$ cat config.mk
export PLATFORM = sky130hd
export DESIGN_NAME = instruction_fetch_sequencer_flat
export DESIGN_NICKNAME = d
export VERILOG_FILES = /design/src/rtl/instruction_fetch_sequencer_if.sv /design/src/rtl/instruction_fetch_sequencer.sv /design/src/flat_wrapper.sv
export SDC_FILE = /design/constraint.sdc
export NUM_CORES = 1
export LEC_CHECK = 0
export ABC_CLOCK_PERIOD_IN_PS = 1900
export CORE_MARGIN = 8
export CORE_UTILIZATION = 30
export DETAILED_ROUTE_END_ITERATION = 16
export HOLD_SLACK_MARGIN = 0.03
export PLACE_DENSITY = 0.57
export SLEW_MARGIN = 10
export SYNTH_ARGS = -nofsm -noshare
export SYNTH_HDL_FRONTEND = slang
export SYNTH_SLANG_ARGS = --single-unit
$ cat constraint.sdc
create_clock -name clk -period 1.9 [get_ports clk]
set_clock_uncertainty 0.15 [all_clocks]
set_input_delay 0.57 -clock clk [delete_from_list [all_inputs] [get_ports clk]]
set_output_delay 0.57 -clock clk [all_outputs]
set_load 0.01 [all_outputs]
$ cat src/rtl/instruction_fetch_sequencer_if.sv
// Bundle between the fetch sequencer, its instruction memory and the
// clock control block that consumes the held instruction word.
interface instruction_fetch_sequencer_if #(
    parameter int ADDR_W = 8
);
    logic              mem_en;
    logic [ADDR_W-1:0] mem_addr;
    logic [19:0]       mem_data;
    logic              resume;
    logic [19:0]       ins;
    logic              ins_valid;
    logic [ADDR_W-1:0] pc;
    logic              halted;

    modport master (
        output mem_en, mem_addr, ins, ins_valid, pc, halted,
        input  mem_data, resume
    );

    modport slave (
        input  mem_en, mem_addr, ins, ins_valid, pc, halted,
        output mem_data, resume
    );
endinterface

$ cat src/rtl/instruction_fetch_sequencer.sv
// Fetch-side sequencer: owns the program counter, reads a synchronous
// instruction memory and holds each word stable on ins for a
// class-dependent number of cycles before fetching the next one.
//
// state   | meaning
// --------+-------------------------------------------------------------
// S_ISSUE | read strobe to memory at pc (held off until first edge out of reset)
// S_WAIT  | memory data arrives; captured into ins at the closing edge
// S_HOLD  | ins valid, hold counter counts down to 0, then pc advances
// S_HALT  | halt word held; waits for resume, then pc+1
module instruction_fetch_sequencer #(
    parameter int ADDR_W   = 8,
    parameter int HOLD_N   = 5,
    parameter int HOLD_LD  = 6,
    parameter int HOLD_JMP = 7
) (
    input logic                          clk,
    input logic                          rst_n,
    instruction_fetch_sequencer_if.master bus
);
    localparam int CNT_W = 8;

    typedef enum logic [1:0] {
        S_ISSUE,
        S_WAIT,
        S_HOLD,
        S_HALT
    } state_t;

    state_t            state_q, state_d;
    logic [ADDR_W-1:0] pc_q, pc_d;
    logic [19:0]       ins_q, ins_d;
    logic [CNT_W-1:0]  cnt_q, cnt_d;
    logic              armed_q;

    logic              w_halt, w_load, w_jump;
    logic              ins_jump;

    // Word classes; the three patterns never overlap.
    assign w_halt   = (bus.mem_data[19:15] == 5'b10001);
    assign w_load   = (bus.mem_data[19:15] == 5'b10100);
    assign w_jump   = (bus.mem_data[19:17] == 3'b111);
    assign ins_jump = (ins_q[19:17] == 3'b111);

    // armed_q keeps the strobe low while in reset even though the state
    // register already sits in S_ISSUE; the first real fetch is cycle 1.
    always_ff @(posedge clk or negedge rst_n) begin
        if (!rst_n) armed_q <= 1'b0;
        else        armed_q <= 1'b1;
    end

    // State, program counter, held word and hold counter registers.
    always_ff @(posedge clk or negedge rst_n) begin
        if (!rst_n) begin
            state_q <= S_ISSUE;
            pc_q    <= '0;
            ins_q   <= 20'h00000;
            cnt_q   <= '0;
        end else begin
            state_q <= state_d;
            pc_q    <= pc_d;
            ins_q   <= ins_d;
            cnt_q   <= cnt_d;
        end
    end

    // Next-state logic; ins only ever changes on the S_WAIT closing edge.
    always_comb begin
        state_d = state_q;
        pc_d    = pc_q;
        ins_d   = ins_q;
        cnt_d   = cnt_q;
        unique case (state_q)
            S_ISSUE: begin
                if (armed_q) state_d = S_WAIT;
            end
            S_WAIT: begin
                ins_d = bus.mem_data;
                if (w_halt) begin
                    state_d = S_HALT;
                end else begin
                    state_d = S_HOLD;
                    if (w_jump)      cnt_d = CNT_W'(HOLD_JMP - 1);
                    else if (w_load) cnt_d = CNT_W'(HOLD_LD - 1);
                    else             cnt_d = CNT_W'(HOLD_N - 1);
                end
            end
            S_HOLD: begin
                if (cnt_q == '0) begin
                    // Target bits above the address width are dropped.
                    if (ins_jump) pc_d = ins_q[ADDR_W-1:0];
                    else          pc_d = pc_q + ADDR_W'(1);
                    state_d = S_ISSUE;
                end else begin
                    cnt_d = cnt_q - CNT_W'(1);
                end
            end
            S_HALT: begin
                if (bus.resume) begin
                    pc_d    = pc_q + ADDR_W'(1);
                    state_d = S_ISSUE;
                end
            end
            default: state_d = S_ISSUE;
        endcase
    end

    assign bus.mem_en    = armed_q && (state_q == S_ISSUE);
    assign bus.mem_addr  = pc_q;
    assign bus.pc        = pc_q;
    assign bus.ins       = ins_q;
    assign bus.ins_valid = (state_q == S_HOLD) || (state_q == S_HALT);
    assign bus.halted    = (state_q == S_HALT);
endmodule
$ cat src/flat_wrapper.sv
// flat-port wrapper written by rule: the top's interface ports become plain ports
module instruction_fetch_sequencer_flat 
#(
    parameter int ADDR_W   = 8,
    parameter int HOLD_N   = 5,
    parameter int HOLD_LD  = 6,
    parameter int HOLD_JMP = 7
)
  (clk, rst_n, bus_mem_en, bus_mem_addr, bus_ins, bus_ins_valid, bus_pc, bus_halted, bus_mem_data, bus_resume);
  instruction_fetch_sequencer_if #(.ADDR_W(ADDR_W)) bus_i ();
  input logic clk;
  input logic rst_n;
  output wire logic [$bits(bus_i.mem_en)-1:0] bus_mem_en;
  output wire logic [$bits(bus_i.mem_addr)-1:0] bus_mem_addr;
  output wire logic [$bits(bus_i.ins)-1:0] bus_ins;
  output wire logic [$bits(bus_i.ins_valid)-1:0] bus_ins_valid;
  output wire logic [$bits(bus_i.pc)-1:0] bus_pc;
  output wire logic [$bits(bus_i.halted)-1:0] bus_halted;
  input wire logic [$bits(bus_i.mem_data)-1:0] bus_mem_data;
  input wire logic [$bits(bus_i.resume)-1:0] bus_resume;
  assign bus_mem_en = bus_i.mem_en;
  assign bus_mem_addr = bus_i.mem_addr;
  assign bus_ins = bus_i.ins;
  assign bus_ins_valid = bus_i.ins_valid;
  assign bus_pc = bus_i.pc;
  assign bus_halted = bus_i.halted;
  assign bus_i.mem_data = bus_mem_data;
  assign bus_i.resume = bus_resume;
  instruction_fetch_sequencer #(.ADDR_W(ADDR_W), .HOLD_N(HOLD_N), .HOLD_LD(HOLD_LD), .HOLD_JMP(HOLD_JMP)) u_core (.clk(clk), .rst_n(rst_n), .bus(bus_i));
endmodule
# Word-level counts from Yosys, hierarchy flattened
# Index checks and enable logic that the tools add are counted.
# classes
addsub	2
eq_ne	12
n_mux	14
reduce_logical	9
# op_table
op	count
8-bit two-way mux	6
8-bit case mux with 2 select lines	2
5-bit equality test (second input constant)	2
3-bit AND reduction	3
8-bit by 1-bit adder with 8-bit output (second input constant)	1
8-bit logical NOT	1
2-bit case mux with 4 select lines	1
8-bit by 1-bit subtractor with 8-bit output (second input constant)	1
3-bit equality test (second input constant)	2
2-bit two-way mux	3
2-bit by 1-bit != test with 1-bit output (second input constant)	3
2-bit equality test (second input constant)	2
2-bit != test (second input constant)	2
2-bit nonzero test	2
2-bit by 1-bit equality test with 1-bit output (second input constant)	1
2-bit logical NOT	1
1-bit two-way mux	2
1-bit logical AND	1
1-bit logical OR	1
# word_totals
reg_bits	39
input_bits	23
out_inout_bits	39
wordCells	42

# Depth between registers and ports, before layout
# Gate-level depths: netlist of the first run.
# depth
depth_word	5
depth_mapped	7
mapped_depth_nobuf	7

# Worst setup path after synthesis of the first run
# Ideal clock, no wire load.
# synth_timing
path_kind	register to register
from	reg u_core.state_q[0]
to	reg u_core.cnt_q[5]
setup_time_ns	0.078
arrival_time_ns	1.791
required_ns	1.672
slack_ns	-0.119
stages_incl_launch_ff	8
path_buffers	1
path_cell_list	dfrtp_1 -> inv_1 -> ha_1 -> and4bb_1 -> and2_0 -> clkbuf_2 -> or4_1 -> a21oi_1
# synth_via
elab_chain_cells	3
# synth_rtl
item	line	rtl
start, declared	instruction_fetch_sequencer.sv:30	state_t state_q, state_d;
start signal, assigned	instruction_fetch_sequencer.sv:60	state_q <= state_d;
2-bit equality test or 2-bit by 1-bit equality test with 1-bit output (tied branches)	instruction_fetch_sequencer.sv:73	unique case (state_q)
2-bit != test (no source line) or 2-bit nonzero test (tied branches)	--	
3-bit AND reduction (no source line)	--	
end signal, assigned	instruction_fetch_sequencer.sv:63	cnt_q <= cnt_d;
end, declared	instruction_fetch_sequencer.sv:33	logic [CNT_W-1:0] cnt_q, cnt_d;
# Several ways; a longest one is shown, not always the timed one.
# A chain may end at the register's enable or synchronous reset.

# Worst setup path in the final report of the first run
# layout_timing
from	reg u_core.state_q[1]
to	out bus_ins_valid
# layout_via
elab_chain_cells	2
# layout_rtl
item	line	rtl
2-bit equality test	instruction_fetch_sequencer.sv:112	assign bus.ins_valid = (state_q == S_HOLD) || (state_q == S_HALT);
1-bit logical OR (*)	instruction_fetch_sequencer.sv:112	
end, declared	flat_wrapper.sv:16	output wire logic [$bits(bus_i.ins_valid)-1:0] bus_ins_valid;
# Mark *: on every way between the ends. The rest lies on a longest branch, timed or not.

==> results.rst, run 1 <==
.. list-table::
   :header-rows: 1

   * - Metric
     - Value
   * - Post-layout worst setup margin
     - -114 ps
   * - Area of the core region
     - 6760 sq um
   * - Max-capacitance violation count
     - 0
   * - EDFF count, synth
     - 0
   * - GRT Util Overall
     - 12.7%
   * - Number of endpoints with negative hold slack in the final report
     - 0
   * - Number of synthesized register bits
     - 39
   * - Ratio of cells with drive above 1 in the final layout
     - 42.7%
   * - Worst path slowest cell
     - dfrtp_1
   * - Sw power
     - 2.47 mW
   * - Drc violations
     - 0
   * - Hold-fix buffers at CTS
     - 0
   * - Biggest area contributors in the synthesized netlist
     - dfrtp_1 (47%), mux2_2 (14%), ha_1 (4.8%)
   * - Net Sw Frac
     - 38.4%
   * - Global-route met3 utilization
     - 3.35%
   * - Via density per instance
     - 4.97
   * - Kind of end point of the critical path
     - output port
   * - Leading area contributor after synthesis
     - dfrtp_1
   * - Number of clock buffers inserted by TritonCTS
     - 5
   * - Most crowded layer after global routing
     - met2
   * - Starting density of the core
     - 30.8%
   * - Leak Pwr
     - 1.51 nW
   * - Final setup fails
     - 17
   * - Largest delay share family, worst path
     - flip-flops
   * - Number of fillers in the final layout
     - 636
   * - Post-synth net total
     - 217
   * - Final routed wirelength across all metal layers
     - 5.92 mm
   * - Max frequency
     - 496 MHz
   * - Remaining Overflow, GRT
     - 0
   * - List of cells traversed by the critical path
     - buf_6 > ha_4 > nor2_4 > inv_2 > buf_6
   * - Area growth from synthesis to final layout
     - 65.1%
   * - Number of cell rows
     - 30
   * - CTS tree
     - built
   * - Maximum clock path buffer count
     - 2
   * - Endpoint arrival time on the critical path
     - 1290 ps
   * - Final period utilization
     - 106%
   * - Kind of critical path
     - reg2out
   * - CP Max Fanout
     - 6
   * - Reg power frac
     - 23.7%
   * - Total internal power
     - 3.96 mW
   * - Post-synth ARST share
     - 100%
   * - Setup repair after global routing missed its margin
     - true
   * - Wire length of the first global-routing pass
     - 9.96 mm
   * - Horizontal die dimension
     - 99.2 um
   * - Worst R2R Setup Slack
     - -90 ps
   * - Count leader, synth
     - dfrtp_1
   * - Antenna Violating Nets Remaining
     - 0
   * - Max-slew violation total from the final report
     - 0
   * - Area enclosed by the die boundary
     - 9850 sq um
   * - Antenna cells
     - 0
   * - CTS clock-pin slew for the worst setup and hold paths
     - 80 ps
   * - Fraction of power consumed by the clock network
     - 12.9%
   * - Yosys synthesis warning count
     - 0
   * - Height of the die
     - 99.2 um
   * - Endpoint required time on the critical path
     - 1180 ps
   * - Crit-path max cell delay
     - 420 ps
   * - Top cells by count, synth
     - dfrtp_1 (39), mux2_2 (25), inv_1 (11)
   * - Final total power
     - 6.43 mW
   * - Initial antenna violation count
     - 0
   * - Most Frequent Cell on Critical Path
     - buf_6
   * - Pre-CTS setup slack
     - -539 ps
   * - Share of the synthesized area in the top cell type
     - 47.0%
   * - Syn_area_per_cell
     - 11.2 sq um
   * - Final-stage net count
     - 325
   * - Mapped cell area
     - 2080 sq um
   * - Clock period minus worst slack
     - 2010 ps
   * - Clock network latency to the later pin of the worst-skew pair
     - 300 ps
   * - Critical path launch point type
     - register
   * - Half-perimeter wire length after detailed placement
     - 4.31 mm
   * - Count of vias placed by the detailed router
     - 1864
   * - Post-synthesis sequential area ratio
     - 47.0%
   * - Buffers on Ports
     - 61
   * - Cell at the root of the clock tree
     - clkbuf_8
   * - Via count of the first global-routing pass
     - 1968
   * - Number of buffer and inverter instances along the worst setup path
     - 3
   * - Netlist cell types
     - 42
   * - Logic pwr share
     - 63.4%
   * - Pre-antenna DRT Iters
     - 4
   * - Result of the run
     - complete, but fails checks
   * - Number of top-level pins
     - 62
   * - Failing checks
     - negative setup slack
   * - Pwr dens
     - 1870 nW/um^2
   * - Placer Congestion
     - 0.887
   * - Post-synth top flop
     - dfrtp_1
   * - 1st-iter DRT viols
     - 145
   * - Maximum VDD drop
     - 0.748 mV
   * - Clock Sinks
     - 39
   * - Maximum number of pins on one net before global-route repair
     - 40
   * - Worst min-delay path category
     - in2async
   * - Htree depth
     - 2
   * - Met2 Resource Use GR
     - 20.5%
   * - Gate count of the mapped netlist
     - 186
   * - WL per Instance
     - 15.8 um
   * - Fraction of met1 tracks used by global routing
     - 15.2%
power groups by stage:
stage | Sequential (mW) | Combinational (mW) | Clock (mW)
6_report | 1.52 | 4.07 | 0.832
5_1_grt | 1.60 | 4.42 | 0.885
4_1_cts | 1.52 | 3.77 | 0.860
3_5_place_dp | 1.59 | 3.46 | 0
3_3_place_gp | 1.58 | 3.45 | 0
2_1_floorplan | 1.69 | 1.63 | 0
stage by stage:
| step | util (%) | TNS, ps | area, sq um | hold slack [ps] | std cells |
|---|---|---|---|---|---|
| after global placement | 44.5 | -6380 | 3010 | 340 | 353 |
| after detailed placement | 44.5 | -7020 | 3010 | 346 | 353 |
| final | 50.8 | -870 | 3430 | 70.3 | 375 |
| after floorplan | - | -265 | 2080 | 124 | 186 |
| after global routing | 50.8 | -2250 | 3430 | 95.1 | 375 |
| after CTS | 49.0 | -899 | 3310 | 81.3 | 370 |
final timing paths:
check,depth (start not counted),start,end
hold / removal,2,rst_n,u_core.cnt_q[0]$_DFFE_PN0P_
hold reg to reg,1,u_core.bus.ins[10]$_DFFE_PN0N_,u_core.bus.ins[10]$_DFFE_PN0N_
max in group asynchronous,2,rst_n,u_core.bus.ins[3]$_DFFE_PN0N_
setup reg to reg,8,u_core.state_q[1]$_DFFE_PN0P_,u_core.cnt_q[5]$_DFFE_PN0P_
min in group clk,1,u_core.bus.ins[10]$_DFFE_PN0N_,u_core.bus.ins[10]$_DFFE_PN0N_
setup / recovery,5,u_core.state_q[1]$_DFFE_PN0P_,bus_ins_valid
registers in the layout (all words and copies together), names as in the netlist:
name / count
u_core.state_q: 2
u_core.bus.mem_addr: 8
u_core.bus.ins: 20
u_core.armed_q: 1
u_core.cnt_q: 8
cell families (layout without fill, tap and decap cells):
group	after synthesis	after routing	share of synthesized area, %
AO/OA/AOI/OAI	42	42	14.6
adder cells (fa/ha/maj)	8	8	4.82
buffers and inverters	23	132	5.66
flip-flops	39	39	47.0
multiplexers	25	25	13.5
other	1	1	0.180
AND/OR/NAND/NOR	48	48	14.3
repair_timing:
item                                    CTS  global route
endpoints found under the setup margin   55            21
resized for setup                        89            22
cloned                                    0             0
setup buffers                             9             5
pin swaps                                18            10
layout make-up:
class                           count  area, sq um  share of cell area [%]
Tap cell                           80          100                    2.92
Clock buffer                        6         72.6                    2.12
Sequential cell                    39          976                    28.4
Inverter                           11         43.8                    1.28
Multi-Input combinational cell    124         1180                    34.4
Clock inverter                      2         60.1                    1.75
Timing Repair Buffer              113         1000                    29.1
layout by cell type (no fill, tap or decap), types with 3 or more instances in the layout:
cell             instances
buf_6                   12
a21oi_2                  3
ha_4                     3
o31ai_1                  3
nand4_1                  5
nand3_1                  4
a211oi_2                 4
nand2_1                  9
clkbuf_8                 5
nor2_1                   6
inv_1                    8
ha_1                     4
or4_4                    3
nor2_4                   3
dlygate4sd2_1           37
o22ai_1                  5
dfrtp_1                 39
a2bb2oi_2                4
mux2_2                  23
clkdlybuf4s50_1         20
o21ai_0                  6
buf_4                   42
routing by layer:
metal / vias to the layer above / wire length (um)
met2: 41 / 2900
met5: - / 0
met3: 7 / 335
met1: 918 / 2570
li1: 898 / -
met4: 0 / 115
Note: power is estimated with default switching activity, not from simulation.
==> run 2, diff against run 1 <==
--- a/config.mk
+++ b/config.mk
@@ -6,11 +6,13 @@
 export NUM_CORES = 1
 export LEC_CHECK = 0
 export ABC_CLOCK_PERIOD_IN_PS = 1900
+export CELL_PAD_IN_SITES_DETAIL_PLACEMENT = 0
+export CELL_PAD_IN_SITES_GLOBAL_PLACEMENT = 1
 export CORE_MARGIN = 8
-export CORE_UTILIZATION = 30
+export CORE_UTILIZATION = 33
 export DETAILED_ROUTE_END_ITERATION = 16
 export HOLD_SLACK_MARGIN = 0.03
-export PLACE_DENSITY = 0.57
+export PLACE_DENSITY = 0.77
 export SLEW_MARGIN = 10
 export SYNTH_ARGS = -nofsm -noshare
 export SYNTH_HDL_FRONTEND = slang
==> results.rst, run 2 (synthesized netlist as in run 1, its figures left out) <==
.. list-table::
   :header-rows: 1

   * - Metric
     - Value
   * - Result of the run
     - complete, but fails checks
   * - Failing checks
     - negative setup slack
   * - Sequential cell area
     - 978 sq um
   * - 1st-iter DRT viols
     - 62
   * - Worst path slowest cell
     - dfrtp_2
   * - R2r endpoint
     - u_core.cnt_q[3]$_DFFE_PN0P_
   * - Maximum VDD drop
     - 0.742 mV
   * - Half-perimeter wire length after detailed placement
     - 4.20 mm
   * - Area growth from synthesis to final layout
     - 61.5%
   * - List of cells traversed by the critical path
     - inv_2 > ha_4 > and2_1 > buf_2
   * - Placer Congestion
     - 0.790
   * - Initial antenna violation count
     - 0
   * - Antenna Violating Nets Remaining
     - 0
   * - Largest register FFs
     - 20
   * - Worst min-delay path category
     - in2async
   * - Final routed wirelength across all metal layers
     - 5.79 mm
   * - Final total power
     - 6.10 mW
   * - Setup repair after global routing missed its margin
     - true
   * - Kind of end point of the critical path
     - output port
   * - Drc violations
     - 0
   * - Cell Count, Final, Fillers Out
     - 366
   * - Area taken by multi-input logic gates
     - 1200 sq um
   * - Endpoint arrival time on the critical path
     - 1240 ps
   * - Post-layout worst setup margin
     - -57.5 ps
   * - Fraction of power consumed by the clock network
     - 9.9%
   * - Htree depth
     - 2
   * - WL per Instance
     - 15.8 um
   * - Buffers on Ports
     - 61
   * - Horizontal die dimension
     - 95.4 um
   * - Via density per instance
     - 4.91
   * - Maximum clock path buffer count
     - 2
   * - Wire length of the first global-routing pass
     - 9.23 mm
   * - CTS tree
     - built
   * - Max frequency
     - 511 MHz
   * - Pre-antenna DRT Iters
     - 4
   * - Most frequent cells in the layout
     - dlygate4sd2_1 (38), buf_4 (38), dfrtp_1 (37)
   * - Worst reg-to-reg path cell count
     - 8
   * - Count of vias placed by the detailed router
     - 1798
   * - DP Cell Count
     - 345
   * - Core utilization of the finished layout
     - 54.1%
   * - Maximum number of pins on one net before global-route repair
     - 40
   * - Critical path launch point type
     - register
   * - Remaining Overflow, GRT
     - 0
   * - Worst R2R Setup Slack
     - -40 ps
   * - Reg power frac
     - 25.4%
   * - Number of endpoints with negative hold slack in the final report
     - 0
   * - Starting density of the core
     - 33.5%
   * - Height of the die
     - 95.4 um
   * - Final-stage net count
     - 319
   * - Largest delay share family, worst path
     - flip-flops
   * - Max-capacitance violation count
     - 0
   * - Leak Pwr
     - 1.46 nW
   * - Clock network latency to the later pin of the worst-skew pair
     - 300 ps
   * - Placed standard-cell area
     - 2980 sq um
   * - Reg2Reg Launch Point
     - u_core.state_q[1]$_DFFE_PN0P_
   * - Ratio of cells with drive above 1 in the final layout
     - 42.2%
   * - Final period utilization
     - 103%
   * - Endpoint required time on the critical path
     - 1180 ps
   * - Total internal power
     - 3.60 mW
   * - Max-slew violation total from the final report
     - 0
   * - CTS clock-pin slew for the worst setup and hold paths
     - 80 ps
   * - Via count of the first global-routing pass
     - 1874
   * - Final instance area
     - 3360 sq um
   * - Area of the core region
     - 6200 sq um
   * - Number of clock buffers inserted by TritonCTS
     - 5
   * - Number of buffer and inverter instances along the worst setup path
     - 2
   * - Net Sw Frac
     - 41.1%
   * - Pwr dens
     - 1820 nW/um^2
   * - Number of fillers in the final layout
     - 536
   * - Number of top-level pins
     - 62
   * - GRT Util Overall
     - 13.0%
   * - Area enclosed by the die boundary
     - 9090 sq um
   * - Number of cell rows
     - 29
   * - Logic pwr share
     - 64.7%
   * - Antenna cells
     - 0
   * - Final setup fails
     - 14
   * - Crit-path max cell delay
     - 460 ps
   * - Clock Sinks
     - 39
   * - Cell at the root of the clock tree
     - clkbuf_8
   * - Clock period minus worst slack
     - 1960 ps
   * - CP Max Fanout
     - 4
   * - Sw power
     - 2.51 mW
   * - Kind of critical path
     - reg2out
run 2: cell type report:
class | count | area share (%)
multi-input cells | 124 | 35.7
clock inverters | 3 | 0.708
repair buffers | 107 | 28.3
inverters | 11 | 1.30
flip-flops and latches | 39 | 29.1
clock buffers | 5 | 2.05
well taps | 77 | 2.87
run 2: timing repair:
item / in CTS / in global routing
pin swaps: 15 / 10
gates resized for setup: 84 / 29
buffers inserted: 12 / 1
setup endpoints to repair: 53 / 21
hold buffers: 0 / 0
run 2: power by group through the flow:
stage	registers [mW]	clock network (mW)	logic [mW]
floorplan	1.69	0	1.63
global placement	1.57	0	3.42
detailed placement	1.60	0	3.44
CTS	1.55	0.614	3.64
global route	1.61	0.639	4.25
finish	1.55	0.603	3.95
run 2: worst max path at each step:
stage / start / endpoint / cells after the start
CTS: u_core.state_q[0]$_DFFE_PN0P_ / bus_ins_valid / 5
global placement: bus_mem_data[19] / u_core.cnt_q[1]$_DFFE_PN0P_ / 5
detailed placement: bus_mem_data[19] / u_core.cnt_q[0]$_DFFE_PN0P_ / 5
floorplan: u_core.state_q[0]$_DFFE_PN0P_ / bus_ins_valid / 3
global route: u_core.state_q[1]$_DFFE_PN0P_ / u_core.cnt_q[3]$_DFFE_PN0P_ / 8
finish: u_core.state_q[1]$_DFFE_PN0P_ / bus_mem_en / 4
run 2: per-stage QoR:
step                      setup TNS (ps)  hold WS [ps]  setup WS [ps]
after floorplan                     -265           124          -69.2
after global placement             -5860           339           -439
after detailed placement           -6150           349           -479
after CTS                           -241          76.6           -106
after global routing               -1920          87.7           -131
final                               -310          71.6          -57.5
run 2: metal layers:
layer / vias to the layer above / part of all wire (%) / global-route usage (%) / wire, um
met2: 46 / 47 / 19.6 / 2710
li1: 889 / - / - / -
met4: 0 / 1.1 / 4.29 / 66
met5: - / 0 / 0 / 0
met1: 858 / 45 / 17.1 / 2630
met3: 5 / 6.5 / 4.09 / 375
